### src/rtl/interp_ratio_if.sv
// Sample/output bundle for interp_ratio: the upsampler's input handshake and its
// interpolated output stream, grouped so a bench or parent connects it in one go.
interface interp_ratio_if #(
    parameter int WIDTH = 20
);
    // in_valid/in_ready: a sample transfers on the rising clock edge where both are
    // high. in_ready rises only on the phase tick; in_valid may be raised at any time
    // and held, and does not wait for in_ready. A tick without in_valid is an underrun.
    logic                    enable;
    logic                    mode;
    logic signed [WIDTH-1:0] v_in;
    logic                    in_valid;
    logic                    in_ready;
    logic signed [WIDTH-1:0] interp_o;
    logic                    out_valid;
    logic                    frame_o;
    logic                    underrun;
    logic [7:0]              underrun_cnt;

    modport master (
        output enable, mode, v_in, in_valid,
        input  in_ready, interp_o, out_valid, frame_o, underrun, underrun_cnt
    );

    modport slave (
        input  enable, mode, v_in, in_valid,
        output in_ready, interp_o, out_valid, frame_o, underrun, underrun_cnt
    );
endinterface

### src/rtl/interp_ratio.sv
// Integer-ratio upsampler: RATIO output cycles per input sample, linear interpolation
// (mode=0) or zero-order hold (mode=1) from a fixed-point accumulator.
module interp_ratio #(
    parameter int WIDTH = 20,
    parameter int RATIO = 50,
    parameter int FRAC  = 16
) (
    input logic         clock,
    input logic         reset_n,
    interp_ratio_if.slave bus
);
    localparam int PHW   = (RATIO > 1) ? $clog2(RATIO) : 1;
    localparam int ACCW  = WIDTH + FRAC + 2;
    localparam int PRODW = WIDTH + 1 + 65;

    // Reciprocal of RATIO with 16 guard bits; the step multiply replaces a divider.
    localparam logic [63:0] RECIP = ((64'd1 << (FRAC + 16)) + 64'(RATIO / 2)) / 64'(RATIO);

    localparam longint              MAXL  = (64'sd1 <<< (WIDTH - 1)) - 64'sd1;
    localparam logic signed [WIDTH+1:0] MAX_Q = (WIDTH + 2)'(MAXL);
    localparam logic signed [WIDTH+1:0] MIN_Q = (WIDTH + 2)'(-MAXL - 64'sd1);
    localparam logic signed [WIDTH-1:0] MAX_O = WIDTH'(MAXL);
    localparam logic signed [WIDTH-1:0] MIN_O = WIDTH'(-MAXL - 64'sd1);

    logic [PHW-1:0]          phase;
    logic signed [WIDTH-1:0] v_prev;
    logic signed [WIDTH-1:0] v_cur;
    logic signed [ACCW-1:0]  acc;
    logic signed [WIDTH-1:0] interp_q;
    logic                    out_valid_q;
    logic                    frame_q;
    logic                    underrun_q;
    logic [7:0]              underrun_cnt_q;

    logic                    tick;
    logic signed [WIDTH:0]   diff;
    logic signed [PRODW-1:0] prod;
    logic signed [ACCW-1:0]  step;
    logic signed [ACCW-1:0]  acc_next;
    logic signed [WIDTH+1:0] acc_q;
    logic signed [WIDTH-1:0] interp_next;

    assign tick = bus.enable && (phase == PHW'(RATIO - 1));

    // One extra bit keeps full-scale differences from wrapping.
    assign diff = {v_cur[WIDTH-1], v_cur} - {v_prev[WIDTH-1], v_prev};
    assign prod = PRODW'(diff) * $signed(PRODW'({1'b0, RECIP}));
    assign step = bus.mode ? '0 : ACCW'(prod >>> 16);

    // Reload on tick makes every segment start exactly on a sample value.
    always_comb begin
        acc_next = acc;
        if (bus.enable) begin
            if (tick) begin
                acc_next = ACCW'(v_cur) <<< FRAC;
            end else begin
                acc_next = acc + step;
            end
        end
    end

    assign acc_q = (WIDTH + 2)'(acc_next >>> FRAC);

    always_comb begin
        interp_next = WIDTH'(acc_q);
        if (acc_q > MAX_Q) begin
            interp_next = MAX_O;
        end else if (acc_q < MIN_Q) begin
            interp_next = MIN_O;
        end
    end

    always_ff @(posedge clock or negedge reset_n) begin
        if (!reset_n) begin
            phase          <= '0;
            v_prev         <= '0;
            v_cur          <= '0;
            acc            <= '0;
            interp_q       <= '0;
            out_valid_q    <= 1'b0;
            frame_q        <= 1'b0;
            underrun_q     <= 1'b0;
            underrun_cnt_q <= '0;
        end else begin
            out_valid_q <= bus.enable;
            frame_q     <= tick;
            if (bus.enable) begin
                phase    <= tick ? '0 : phase + 1'b1;
                acc      <= acc_next;
                interp_q <= interp_next;
            end
            if (tick) begin
                v_prev <= v_cur;
                if (bus.in_valid) begin
                    v_cur <= bus.v_in;
                end else begin
                    underrun_q <= 1'b1;
                    if (underrun_cnt_q != 8'hFF) begin
                        underrun_cnt_q <= underrun_cnt_q + 8'd1;
                    end
                end
            end
        end
    end

    assign bus.in_ready     = tick;
    assign bus.interp_o     = interp_q;
    assign bus.out_valid    = out_valid_q;
    assign bus.frame_o      = frame_q;
    assign bus.underrun     = underrun_q;
    assign bus.underrun_cnt = underrun_cnt_q;
endmodule

### src/flat_wrapper.sv
// flat-port wrapper written by rule: the top's interface ports become plain ports
module interp_ratio_flat 
#(
    parameter int WIDTH = 20,
    parameter int RATIO = 50,
    parameter int FRAC  = 16
)
  (clock, reset_n, bus_enable, bus_mode, bus_v_in, bus_in_valid, bus_in_ready, bus_interp_o, bus_out_valid, bus_frame_o, bus_underrun, bus_underrun_cnt);
  interp_ratio_if #(.WIDTH(WIDTH)) bus_i ();
  input logic clock;
  input logic reset_n;
  input wire logic [$bits(bus_i.enable)-1:0] bus_enable;
  input wire logic [$bits(bus_i.mode)-1:0] bus_mode;
  input wire logic [$bits(bus_i.v_in)-1:0] bus_v_in;
  input wire logic [$bits(bus_i.in_valid)-1:0] bus_in_valid;
  output wire logic [$bits(bus_i.in_ready)-1:0] bus_in_ready;
  output wire logic [$bits(bus_i.interp_o)-1:0] bus_interp_o;
  output wire logic [$bits(bus_i.out_valid)-1:0] bus_out_valid;
  output wire logic [$bits(bus_i.frame_o)-1:0] bus_frame_o;
  output wire logic [$bits(bus_i.underrun)-1:0] bus_underrun;
  output wire logic [$bits(bus_i.underrun_cnt)-1:0] bus_underrun_cnt;
  assign bus_i.enable = bus_enable;
  assign bus_i.mode = bus_mode;
  assign bus_i.v_in = bus_v_in;
  assign bus_i.in_valid = bus_in_valid;
  assign bus_in_ready = bus_i.in_ready;
  assign bus_interp_o = bus_i.interp_o;
  assign bus_out_valid = bus_i.out_valid;
  assign bus_frame_o = bus_i.frame_o;
  assign bus_underrun = bus_i.underrun;
  assign bus_underrun_cnt = bus_i.underrun_cnt;
  interp_ratio #(.WIDTH(WIDTH), .RATIO(RATIO), .FRAC(FRAC)) u_core (.clock(clock), .reset_n(reset_n), .bus(bus_i));
endmodule
### config.mk
export PLATFORM = sky130hd
export DESIGN_NAME = interp_ratio_flat
export DESIGN_NICKNAME = d
export VERILOG_FILES = /design/src/rtl/interp_ratio_if.sv /design/src/rtl/interp_ratio.sv /design/src/flat_wrapper.sv
export SDC_FILE = /design/constraint.sdc
export NUM_CORES = 1
export LEC_CHECK = 0
export BUFFER_PORTS_ARGS = -buffer_cell sky130_fd_sc_hd__buf_2
export CORE_MARGIN = 2
export CORE_UTILIZATION = 25
export CTS_CLUSTER_SIZE = 12
export DETAILED_ROUTE_END_ITERATION = 10
export PLACE_DENSITY = 0.4
export SLEW_MARGIN = 20
export SYNTH_ARGS = -nofsm -noshare
export SYNTH_HDL_FRONTEND = slang
export SYNTH_SLANG_ARGS = --single-unit
### constraint.sdc
create_clock -name clock -period 12.7 [get_ports clock]
set_input_delay 0.635 -clock clock [delete_from_list [all_inputs] [get_ports clock]]
set_output_delay 0.635 -clock clock [all_outputs]
set_load 0.01 [all_outputs]
==> impl_metrics.py <==
metrics = {
    "outcome": {
        "status": "completed",
    },
    "clock_tree": {
        "clk_pin_slew_ps": 60,
        "cts_buffers": 17,
        "h-tree-depth": 4,
        "cts_buffer_depth": 2,
        "clock-sinks": 115,
        "root_buffer": "clkbuf_16",
        "clk_latency_ps": 460,
        "cts_tree": "built",
    },
    "timing": {
        "final-setup-viol-count": 0,
        "max_freq_ghz": 0.08347,
        "timing.final.ws_setup_ps": 720.3,
        "rsz0062_at_grt": "false",
        "tightest_slew_ps": 1020,
        "fin_skew_ps": 12.29,
        "hold_viol": 0,
        "setup-tns-final_ps": 0,
        "max-slew-margin-rel": 0.3182,
        "fin_crit_sh": 0.9433,
        "slew_violations": 0,
        "min_period_ps": 11980,
    },
    "global_routing": {
        "grt_pass1_wl_mm": 73.85,
        "grt_pass1_vias": 12460,
        "grt_use_total": 0.1473,
        "grt_max_degree": 73,
        "antenna_found_initial": 1,
        "grt_overflow": 0,
    },
    "critical_path": {
        "critical_path_class": "reg -> reg",
        "end_kind": "flip-flop",
        "cp_slowest_cell": "fa_1",
        "cp_data_required_time_ps": 13030,
        "arrival_ps": 12310,
        "r2r_end": "u_core.bus.interp_o[16]$_DFFE_PN0P_",
        "crit_top_cell": "inv_1",
        "timing.rr.start": "u_core.v_cur[0]$_DFFE_PN0P_",
        "cp-start-kind": "flip-flop",
        "cp_max_fo": 19,
        "r2r_setup_slack_ps": 720,
        "cpPeakStageDelay_ps": 590,
        "worstRegToRegCells": 50,
    },
    "synth": {
        "yosys_warnings": 0,
        "synthDistinctLibCells": 72,
        "synth_cells": 1717,
        "ys_ff_latch": 115,
        "syn_area_um2": 16140,
        "postSynth.asyncResetShare": 1.000,
        "yosysSeqAreaShare": 0.1783,
        "synth_nets": 2203,
        "post_synth.cell_area_avg_um2": 9.397,
        "ys.flop_type": "dfrtp_1",
        "synth-edff-count": 0,
    },
    "floorplanning": {
        "core_um2": 64120,
        "die-area_um2": 66590,
        "row_count": 93,
        "start_util": 0.2517,
        "die_h_um": 258.1,
        "die_x_um": 258.1,
        "io_pins": 57,
    },
    "detailed_routing": {
        "drt-pass1-iter-count": 5,
        "routedWlPerCell_um": 18.02,
        "drcViolationCount": 0,
        "via_count": 11940,
        "vias_per_cell": 4.492,
        "totalWireLength_mm": 47.89,
        "postRouteAntennaNets": 0,
        "drt_iter0_markers": 572,
    },
    "cells_and_area": {
        "syn2layout_area_growth_pct": 13.53,
        "fin_nets": 2275,
        "antenna_cells": 0,
        "final_area_um2": 18320,
        "drive_above_1_share": 0.09489,
    },
    "placement": {
        "dp_hpwl_mm": 41.38,
        "dpl_cell_area_um2": 17570,
        "portBuffers": 56,
        "preCtsSetupSlack_ps": 157.2,
        "place_congestion": 0.8422,
    },
    "min_path": {
        "holdCritPathClass": "in -> async",
    },
    "run": {
        "maxCapViolCount": 0,
    },
}
[cells in the mapped netlist, drive strengths merged (29+ instances only)]
| master | n | share of area |
|---|---|---|
| xnor2 | 54 | 0.029 |
| nand2 | 100 | 0.023 |
| xor2 | 36 | 0.020 |
| inv | 350 | 0.081 |
| nor2 | 84 | 0.020 |
| dfrtp | 115 | 0.18 |
| a21oi | 63 | 0.020 |
| ha | 288 | 0.22 |
| clkbuf | 29 | 0.0067 |
| o21ai | 94 | 0.029 |
| fa | 173 | 0.21 |
| a21o | 48 | 0.022 |
[state kept, by name, summed over array words and instances (netlist names)]
signal,count
u_core.bus.interp_o,20
u_core.bus.out_valid,1
u_core.acc,38
u_core.bus.underrun,1
u_core.bus.frame_o,1
u_core.bus.underrun_cnt,8
u_core.phase,6
u_core.v_cur,20
u_core.v_prev,20
[what timing repair did]
| action | CTS | global route |
|---|---|---|
| hold buffers | 0 | 0 |
| resized for setup | 0 | 15 |
| endpoints found under the setup margin | 0 | 26 |
| endpoints found under the hold margin | 0 | 0 |
| setup buffers | 0 | 2 |
[cells by family (layout without fill, tap and decap cells)]
logic type / Yosys count / in the layout / synth area share
flip-flops: 115 / 115 / 0.1783
adder cells (fa/ha/maj): 461 / 461 / 0.4380
buffers and inverters: 387 / 472 / 0.09189
multiplexers: 22 / 22 / 0.01535
AO/OA/AOI/OAI: 339 / 339 / 0.1395
AND/OR/NAND/NOR: 303 / 303 / 0.08809
XOR/XNOR: 90 / 90 / 0.04885
[routing by layer]
layer	vias to the layer above	wire (µm)	track usage
met1	5879	23480	0.2061
li1	5860	-	-
met4	0	712	0.03452
met3	28	1155	0.01737
met2	169	22530	0.2424
met5	-	0	0
[cells in the final DEF (no fill, tap or decap), types with 52 or more instances in the layout]
master	n
xnor2_1	52
nand2_1	100
buf_2	55
a21oi_1	62
inv_1	349
ha_1	287
o21ai_0	92
nor2_1	84
dfrtp_1	115
fa_1	173
[layout make-up]
type | count | area (µm²)
Multi-Input combinational cell | 1215 | 11880
Clock buffer | 17 | 425.4
Clock inverter | 15 | 221.5
Fill cell | 6840 | 45800
Sequential cell | 115 | 2878
Inverter | 351 | 1318
Timing Repair Buffer | 89 | 530.5
Tap cell | 855 | 1070
[through the flow]
| stage | util | hold WS (ps) | std cells |
|---|---|---|---|
| finish | 0.2857 | 326.8 | 2657 |
| global route | 0.2857 | 379.4 | 2657 |
| CTS | 0.2841 | 348.5 | 2655 |
| detailed placement | 0.2740 | 460.1 | 2623 |
| global placement | 0.2740 | 458.8 | 2623 |
| floorplan | - | 339.4 | 1717 |
[critical path: cells and delay by family, from the launching register on]
kind	cells	cell delay, ps
fa+ha+maj	11	4920
compound gates	20	4370
buf+inv	10	900
simple gates	7	770
xor+xnor	2	460
flops	1	390
[how the worst max path moves through the flow]
stage                                     start                             endpoint
floorplan           u_core.v_cur[0]$_DFFE_PN0P_   u_core.bus.interp_o[0]$_DFFE_PN0P_
global placement    u_core.v_cur[0]$_DFFE_PN0P_   u_core.bus.interp_o[9]$_DFFE_PN0P_
detailed placement  u_core.v_cur[0]$_DFFE_PN0P_  u_core.bus.interp_o[16]$_DFFE_PN0P_
CTS                 u_core.v_cur[0]$_DFFE_PN0P_  u_core.bus.interp_o[16]$_DFFE_PN0P_
global route        u_core.v_cur[0]$_DFFE_PN0P_   u_core.bus.interp_o[9]$_DFFE_PN0P_
finish              u_core.v_cur[0]$_DFFE_PN0P_  u_core.bus.interp_o[16]$_DFFE_PN0P_
Power is left out: the tool's default activity adds up to more than one toggle a clock period on the data nets, which glitch-free logic cannot reach.
